**config.mk**
```make
export PLATFORM = sky130hd
export DESIGN_NAME = spi_master_ctrl_flat
export DESIGN_NICKNAME = d
export VERILOG_FILES = /design/src/rtl/spi_pkg.sv /design/src/rtl/spi_master_ctrl_if.sv /design/src/rtl/spi_master_shift.sv /design/src/rtl/spi_master_ctrl.sv /design/src/flat_wrapper.sv
export SDC_FILE = /design/constraint.sdc
export NUM_CORES = 1
export LEC_CHECK = 0
export ABC_AREA = 1
export CAP_MARGIN = 20
export CORE_ASPECT_RATIO = 2
export CORE_UTILIZATION = 45
export CTS_BUF_LIST = sky130_fd_sc_hd__clkbuf_16
export DETAILED_ROUTE_END_ITERATION = 16
export DONT_BUFFER_PORTS = 1
export GPL_ROUTABILITY_DRIVEN = 0
export SETUP_SLACK_MARGIN = 0.1
export SLEW_MARGIN = 0
export SYNTH_ARGS = -nofsm -noshare
export SYNTH_HDL_FRONTEND = slang
export SYNTH_SLANG_ARGS = --single-unit
```
**constraint.sdc**
```tcl
create_clock -name clk -period 1.52 [get_ports clk]
set_clock_uncertainty 0.05 [all_clocks]
set_input_delay 0.304 -clock clk [delete_from_list [all_inputs] [get_ports clk]]
set_output_delay 0.304 -clock clk [all_outputs]
set_load 0.01 [all_outputs]
```
**src/rtl/spi_pkg.sv**
```systemverilog
// Shared definitions for the SPI master controller: FSM state codes, frame
// opcodes, frame kinds and the helper that assembles an 11-bit MOSI frame.
package spi_pkg;

  // Controller states (plain constants so older tools can share the encoding)
  localparam logic [2:0] StIdle    = 3'd0;
  localparam logic [2:0] StSel     = 3'd1;
  localparam logic [2:0] StShift   = 3'd2;
  localparam logic [2:0] StTurn    = 3'd3;
  localparam logic [2:0] StCapture = 3'd4;
  localparam logic [2:0] StGap     = 3'd5;

  // 3-bit frame opcodes sent ahead of the 8-bit payload
  localparam logic [2:0] OpWrAddr = 3'b000;
  localparam logic [2:0] OpWrData = 3'b001;
  localparam logic [2:0] OpRdAddr = 3'b110;
  localparam logic [2:0] OpRdData = 3'b111;

  localparam int unsigned FrameBits   = 11;
  localparam int unsigned CaptureBits = 8;

  typedef enum logic [1:0] {
    FrWrAddr,
    FrWrData,
    FrRdAddr,
    FrRdData
  } frame_e;

  // Opcode followed by payload; RD_DATA carries eight dummy zeros.
  function automatic logic [10:0] frame_word(frame_e kind, logic [7:0] addr, logic [7:0] wdata);
    logic [10:0] word;
    word = '0;
    unique case (kind)
      FrWrAddr: word = {OpWrAddr, addr};
      FrWrData: word = {OpWrData, wdata};
      FrRdAddr: word = {OpRdAddr, addr};
      FrRdData: word = {OpRdData, 8'h00};
      default:  word = '0;
    endcase
    return word;
  endfunction

endpackage

```
**src/rtl/spi_master_ctrl_if.sv**
```systemverilog
// Host-side request/response bundle of the SPI master controller.
interface spi_master_ctrl_if;
  logic       req_valid;
  logic       req_ready;
  logic       req_write;
  logic [7:0] req_addr;
  logic [7:0] req_wdata;
  logic       done;
  logic [7:0] rd_data;

  // Host that issues requests
  modport master (
    output req_valid, req_write, req_addr, req_wdata,
    input  req_ready, done, rd_data
  );

  // Controller that serves requests
  modport slave (
    input  req_valid, req_write, req_addr, req_wdata,
    output req_ready, done, rd_data
  );
endinterface

```
**src/rtl/spi_master_shift.sv**
```systemverilog
// 11-bit MOSI load/shift register with its bit counter. A load takes priority
// over a shift; o_cnt reports how many bits have been shifted out since load.
module spi_master_shift (
  input  logic        clk,
  input  logic        rst_n,
  input  logic        i_load,
  input  logic [10:0] i_frame,
  input  logic        i_shift,
  output logic        o_msb,
  output logic [3:0]  o_cnt
);

  logic [10:0] r_sreg;
  logic [3:0]  r_cnt;

  // Load a fresh frame or move the next bit into the MSB position
  always_ff @(posedge clk or negedge rst_n) begin
    if (!rst_n) begin
      r_sreg <= '0;
      r_cnt  <= '0;
    end else if (i_load) begin
      r_sreg <= i_frame;
      r_cnt  <= '0;
    end else if (i_shift) begin
      r_sreg <= {r_sreg[9:0], 1'b0};
      r_cnt  <= r_cnt + 4'd1;
    end
  end

  assign o_msb = r_sreg[10];
  assign o_cnt = r_cnt;

endmodule

```
**src/rtl/spi_master_ctrl.sv**
```systemverilog
// SPI master controller: turns single host read/write requests into two-frame
// SPI transactions (address frame, then data frame) towards a RAM slave.
// Optional feature: define SPI_MASTER_ADDR_CACHE_EN to skip an address frame
// when the address matches the last one sent for the same direction.
module spi_master_ctrl
  import spi_pkg::*;
#(
  parameter int unsigned GAP_CYCLES  = 1,
  parameter int unsigned TURN_CYCLES = 1
) (
  input  logic              clk,
  input  logic              rst_n,
  spi_master_ctrl_if.slave  bus,
  output logic              SS_n,
  output logic              MOSI,
  input  logic              MISO
);

  logic [2:0]  r_state, w_state_d;
  frame_e      r_frame, w_frame_d;
  logic [3:0]  r_cnt, w_cnt_d;
  logic [7:0]  r_wdata;
  logic [7:0]  r_cap, w_cap_d;
  logic [7:0]  r_rd_data;
  logic        r_done, r_ss_n, r_mosi, r_ready;

  logic        w_accept, w_load, w_shift, w_last, w_capture_end;
  logic        w_wr_hit, w_rd_hit;
  logic [7:0]  w_wdata_sel;
  logic [10:0] w_frame_word;
  logic        w_msb;
  logic [3:0]  w_bit_cnt;

  assign w_accept    = (r_state == StIdle) && r_ready && bus.req_valid;
  assign w_last      = (r_frame == FrWrData) || (r_frame == FrRdData);
  // On acceptance the request inputs feed the first frame directly.
  assign w_wdata_sel = w_accept ? bus.req_wdata : r_wdata;
  assign w_frame_word = frame_word(w_frame_d, bus.req_addr, w_wdata_sel);

`ifdef SPI_MASTER_ADDR_CACHE_EN
  logic [7:0] r_wr_cache_addr, r_rd_cache_addr;
  logic       r_wr_cache_vld, r_rd_cache_vld;

  assign w_wr_hit = r_wr_cache_vld && (r_wr_cache_addr == bus.req_addr);
  assign w_rd_hit = r_rd_cache_vld && (r_rd_cache_addr == bus.req_addr);

  // Remember the last address sent per direction
  always_ff @(posedge clk or negedge rst_n) begin
    if (!rst_n) begin
      r_wr_cache_addr <= '0;
      r_wr_cache_vld  <= 1'b0;
      r_rd_cache_addr <= '0;
      r_rd_cache_vld  <= 1'b0;
    end else if (w_accept) begin
      if (bus.req_write) begin
        r_wr_cache_addr <= bus.req_addr;
        r_wr_cache_vld  <= 1'b1;
      end else begin
        r_rd_cache_addr <= bus.req_addr;
        r_rd_cache_vld  <= 1'b1;
      end
    end
  end
`else
  assign w_wr_hit = 1'b0;
  assign w_rd_hit = 1'b0;
`endif

  spi_master_shift u_shift (
    .clk     (clk),
    .rst_n   (rst_n),
    .i_load  (w_load),
    .i_frame (w_frame_word),
    .i_shift (w_shift),
    .o_msb   (w_msb),
    .o_cnt   (w_bit_cnt)
  );

  // Next-state, frame sequencing and MISO capture
  always_comb begin
    w_state_d     = r_state;
    w_frame_d     = r_frame;
    w_cnt_d       = r_cnt;
    w_cap_d       = r_cap;
    w_load        = 1'b0;
    w_shift       = 1'b0;
    w_capture_end = 1'b0;
    case (r_state)
      StIdle: begin
        if (w_accept) begin
          w_state_d = StSel;
          w_load    = 1'b1;
          if (bus.req_write) w_frame_d = w_wr_hit ? FrWrData : FrWrAddr;
          else               w_frame_d = w_rd_hit ? FrRdData : FrRdAddr;
        end
      end
      StSel: begin
        w_state_d = StShift;
        w_shift   = 1'b1;
      end
      StShift: begin
        if (w_bit_cnt == 4'(FrameBits)) begin
          w_cnt_d   = '0;
          w_state_d = (r_frame == FrRdData) ? StTurn : StGap;
        end else begin
          w_shift = 1'b1;
        end
      end
      StTurn: begin
        if (r_cnt == 4'(TURN_CYCLES - 1)) begin
          w_cnt_d   = '0;
          w_state_d = StCapture;
        end else begin
          w_cnt_d = r_cnt + 4'd1;
        end
      end
      StCapture: begin
        w_cap_d = {r_cap[6:0], MISO};
        if (r_cnt == 4'(CaptureBits - 1)) begin
          w_capture_end = 1'b1;
          w_cnt_d       = '0;
          w_state_d     = StGap;
        end else begin
          w_cnt_d = r_cnt + 4'd1;
        end
      end
      StGap: begin
        if (r_cnt == 4'(GAP_CYCLES - 1)) begin
          w_cnt_d = '0;
          if (w_last) begin
            w_state_d = StIdle;
          end else begin
            w_state_d = StSel;
            w_load    = 1'b1;
            w_frame_d = (r_frame == FrWrAddr) ? FrWrData : FrRdData;
          end
        end else begin
          w_cnt_d = r_cnt + 4'd1;
        end
      end
      default: w_state_d = StIdle;
    endcase
  end

  // State and datapath registers
  always_ff @(posedge clk or negedge rst_n) begin
    if (!rst_n) begin
      r_state <= StIdle;
      r_frame <= FrWrAddr;
      r_cnt   <= '0;
      r_wdata <= '0;
      r_cap   <= '0;
    end else begin
      r_state <= w_state_d;
      r_frame <= w_frame_d;
      r_cnt   <= w_cnt_d;
      r_cap   <= w_cap_d;
      if (w_accept) r_wdata <= bus.req_wdata;
    end
  end

  // Registered outputs derived from the upcoming state
  always_ff @(posedge clk or negedge rst_n) begin
    if (!rst_n) begin
      r_ss_n    <= 1'b1;
      r_mosi    <= 1'b0;
      r_ready   <= 1'b0;
      r_done    <= 1'b0;
      r_rd_data <= '0;
    end else begin
      r_ss_n  <= !((w_state_d == StSel) || (w_state_d == StShift) ||
                   (w_state_d == StTurn) || (w_state_d == StCapture));
      r_mosi  <= w_shift & w_msb;
      r_ready <= (w_state_d == StIdle);
      r_done  <= (w_state_d == StGap) && (r_state != StGap) && w_last;
      // rd_data only changes once all eight bits are in
      if (w_capture_end) r_rd_data <= w_cap_d;
    end
  end

  assign SS_n          = r_ss_n;
  assign MOSI          = r_mosi;
  assign bus.req_ready = r_ready;
  assign bus.done      = r_done;
  assign bus.rd_data   = r_rd_data;

endmodule
```
**src/flat_wrapper.sv**
```systemverilog
// flat-port wrapper written by rule: the top's interface ports become plain ports
module spi_master_ctrl_flat import spi_pkg::*;
#(
  parameter int unsigned GAP_CYCLES  = 1,
  parameter int unsigned TURN_CYCLES = 1
)
  (clk, rst_n, SS_n, MOSI, MISO, bus_req_valid, bus_req_write, bus_req_addr, bus_req_wdata, bus_req_ready, bus_done, bus_rd_data);
  spi_master_ctrl_if bus_i ();
  input  logic clk;
  input  logic rst_n;
  output logic SS_n;
  output logic MOSI;
  input  logic MISO;
  input wire logic [$bits(bus_i.req_valid)-1:0] bus_req_valid;
  input wire logic [$bits(bus_i.req_write)-1:0] bus_req_write;
  input wire logic [$bits(bus_i.req_addr)-1:0] bus_req_addr;
  input wire logic [$bits(bus_i.req_wdata)-1:0] bus_req_wdata;
  output wire logic [$bits(bus_i.req_ready)-1:0] bus_req_ready;
  output wire logic [$bits(bus_i.done)-1:0] bus_done;
  output wire logic [$bits(bus_i.rd_data)-1:0] bus_rd_data;
  assign bus_i.req_valid = bus_req_valid;
  assign bus_i.req_write = bus_req_write;
  assign bus_i.req_addr = bus_req_addr;
  assign bus_i.req_wdata = bus_req_wdata;
  assign bus_req_ready = bus_i.req_ready;
  assign bus_done = bus_i.done;
  assign bus_rd_data = bus_i.rd_data;
  spi_master_ctrl #(.GAP_CYCLES(GAP_CYCLES), .TURN_CYCLES(TURN_CYCLES)) u_core (.clk(clk), .rst_n(rst_n), .bus(bus_i), .SS_n(SS_n), .MOSI(MOSI), .MISO(MISO));
endmodule
```
==> flow_summary.json <==
{
  "status": "finished, violations left",
  "violations": "hold timing, setup timing",
  "dieArea_mm2": 0.00594,
  "cp.required_ns": 1.70,
  "r2r-start": "u_core.r_cnt[1]",
  "period_needed_ns": 1.53,
  "synthArstFlopShare": 1.00,
  "synth_cell_type_count": 27,
  "port_buffers": 0,
  "worstSetupStartpoint": "u_core.r_cnt[1]",
  "synth_ff_type": "dfrtp_1",
  "finalNetCount": 370,
  "reg2reg_depth": 11,
  "setup_viol": 1,
  "syn2layout_area_growth_pct": 32.9,
  "start_kind": "register",
  "ff_latch_area_mm2": 0.00128,
  "final_cells": 407,
  "fin_area_mm2": 0.00336,
  "synth_top_area_share": 0.495,
  "wl_um": 5980,
  "ioPinCount": 33,
  "syn_nets": 336,
  "antenna_left": 0,
  "worstSkewPairLatency_ns": 0.29,
  "wl_per_cell_um": 14.7,
  "finalHoldViolations": 51,
  "crit_fanout": 8,
  "yosysTopAreaCell": "dfrtp_1",
  "cts_sinks": 51,
  "critPathKind": "register to register",
  "worstPathArrival_ns": 1.71,
  "route.vias.total": 2096,
  "htreeDepth": 2,
  "core_mm2": 0.00542,
  "grt_max_degree": 52,
  "clock-root-buffer": "clkbuf_16",
  "max_freq_ghz": 0.654,
  "max-vdd-ir-drop_uv": 1590,
  "antenna_found_initial": 0,
  "vias_per_cell": 5.15,
  "dpl-instance-area_mm2": 0.00270,
  "cellPowerDensity_mw_per_mm2": 2250,
  "drive_gt1_frac": 0.372,
  "fillers": 479,
  "slew_headroom": 0.767,
  "dp_hpwl_um": 3820,
  "grt_use_total": 0.221,
  "whs_ns": -0.350,
  "synth_area_leaders": "dfrtp_1 (50%), nand2_1 (16%), inv_1 (5.8%), nand3_1 (5.0%), nor2_1 (3.7%)",
  "drt_iter0_drc": 45,
  "diodes": 0,
  "tns_ns": -0.00836,
  "synth.yosys.seq_area_share": 0.505,
  "die_y_um": 108,
  "period_share": 1.01,
  "grt_pass1_wl_um": 9380,
  "placed_cells": 382,
  "yosys_warnings": 0,
  "syn_area_mm2": 0.00253,
  "power_mw": 7.56,
  "syn_inst": 312,
  "synth_seq_cells": 51,
  "first_global_vias": 2164,
  "clk_pin_slew_worst_paths_ns": 0.07,
  "drv_slew": 0,
  "p_leak_nw": 1.71,
  "syn_area_per_cell_um2": 8.10,
  "rrSetupSlack_ns": -0.008,
  "drc": 0,
  "cts_tree": "built",
  "maxCapViolCount": 0,
  "multiInputGateArea_mm2": 0.00138,
  "final_util": 0.620,
  "pre_cts_ws_ns": -0.0765,
  "synth_edf_count": 0,
  "r2r_end": "u_core.u_shift.r_sreg[6]",
  "overflow": 0,
  "rows": 38,
  "die_w_um": 55.0,
  "start_util": 0.466,
  "cts_buffers": 5,
  "rsz0062_at_grt": "true",
  "clockBufferDepth": 2,
  "setup_ws_ns": -0.00836,
  "tightest_slew_ns": 0.347,
  "hold_path_class": "primary input to asynchronous set/reset pin",
  "critPathCaptureType": "register",
  "first_pass_iters": 5
}
## report_power, final
| group | switching (mW) | internal [mW] | total, mW | leakage [nW] |
|---|---|---|---|---|
| combinational | 2.35 | 1.52 | 3.87 | 0.989 |
| clock | 0.496 | 0.943 | 1.44 | 0.0900 |
| sequential | 0.362 | 1.90 | 2.26 | 0.635 |
| total | 3.21 | 4.36 | 7.56 | 1.71 |
## layout by cell type (no fill, tap or decap), types with 6 or more instances in the layout
cell type | netlist | layout
o21ai_0 | 17 | 15
nor2_2 | 2 | 9
buf_4 | 0 | 20
nand3_1 | 25 | 17
inv_1 | 39 | 27
nand2_4 | 2 | 8
dfrtp_1 | 50 | 47
nor2_1 | 25 | 11
nand3_2 | 3 | 10
nand2_1 | 105 | 92
nor2_4 | 0 | 10
inv_2 | 6 | 10
inv_4 | 0 | 6
nand2_2 | 6 | 12
## flip-flops by register name, indices dropped and copies added (netlist names)
| register | cells |
|---|---|
| u_core.r_cnt | 4 |
| u_core.MOSI | 1 |
| u_core.r_wdata | 8 |
| u_core.bus.rd_data | 8 |
| u_core.r_state | 3 |
| u_core.SS_n | 1 |
| u_core.bus.done | 1 |
| u_core.bus.req_ready | 1 |
| u_core.u_shift.o_cnt | 4 |
| u_core.u_shift.r_sreg | 11 |
| u_core.r_cap | 7 |
| u_core.r_frame | 2 |
## synthesized netlist by cell type (2+ instances only)
master and n:
nand2_2 6, nand2_8 2, nand3_1 25, nor2_2 2, buf_6 3, nand2_1 105, inv_1 39, ha_1 3
o21ai_1 4, nor3_1 3, dfrtp_1 50, inv_2 6, nand3_2 3, nand2_4 2, a21oi_1 6, nand3_4 2
o21ai_0 17, nor2_1 25
## kinds of logic after synthesis
| group | after synthesis | synth area share |
|---|---|---|
| AND/OR/NAND/NOR | 178 | 0.332 |
| XOR/XNOR | 1 | 0.00347 |
| buffers and inverters | 50 | 0.0837 |
| AO/OA/AOI/OAI | 28 | 0.0564 |
| adder cells (fa/ha/maj) | 3 | 0.0149 |
| multiplexers | 1 | 0.00446 |
| flip-flops | 51 | 0.505 |
## worst max-delay path: stages, from the launching register on
cell and delay [ns]:
dfrtp_1 0.40, inv_2 0.09, ha_4 0.13, nand2_4 0.06, inv_4 0.07, nand3_4 0.13, nand2_8 0.12, buf_12 0.14
nor2_4 0.04, nor2_2 0.10, nand2_1 0.06, nand2_1 0.06
## final cells by class
cell class | instances | share of cell area
Multi-Input combinational cell | 216 | 0.409
Clock inverter | 3 | 0.0201
Inverter | 45 | 0.0574
Timing Repair Buffer | 27 | 0.0719
Sequential cell | 51 | 0.382
Tap cell | 60 | 0.0224
Clock buffer | 5 | 0.0373
## per-layer routing
metal	track usage	part of all wire	vias to the layer above
met5	0	0	-
met4	0.113	0.036	0
met3	0.0464	0.040	14
met2	0.387	0.56	41
met1	0.231	0.36	999
li1	-	-	1042
## worst max path at each step
stage,to
after global routing,u_core.u_shift.r_sreg[6]
final,u_core.u_shift.r_sreg[6]
after CTS,u_core.u_shift.r_sreg[2]
after floorplan,u_core.u_shift.r_sreg[0]
after detailed placement,u_core.u_shift.r_sreg[7]
after global placement,u_core.u_shift.r_sreg[4]
## what timing repair did
| action | in CTS | in global routing |
|---|---|---|
| gates resized for setup | 45 | 51 |
| gates cloned | 4 | 1 |
| setup endpoints to repair | 23 | 34 |
| endpoints found under the hold margin | 51 | 51 |
| pin swaps | 20 | 19 |
| setup buffers | 7 | 5 |
Note: power is estimated with default switching activity, not from simulation.
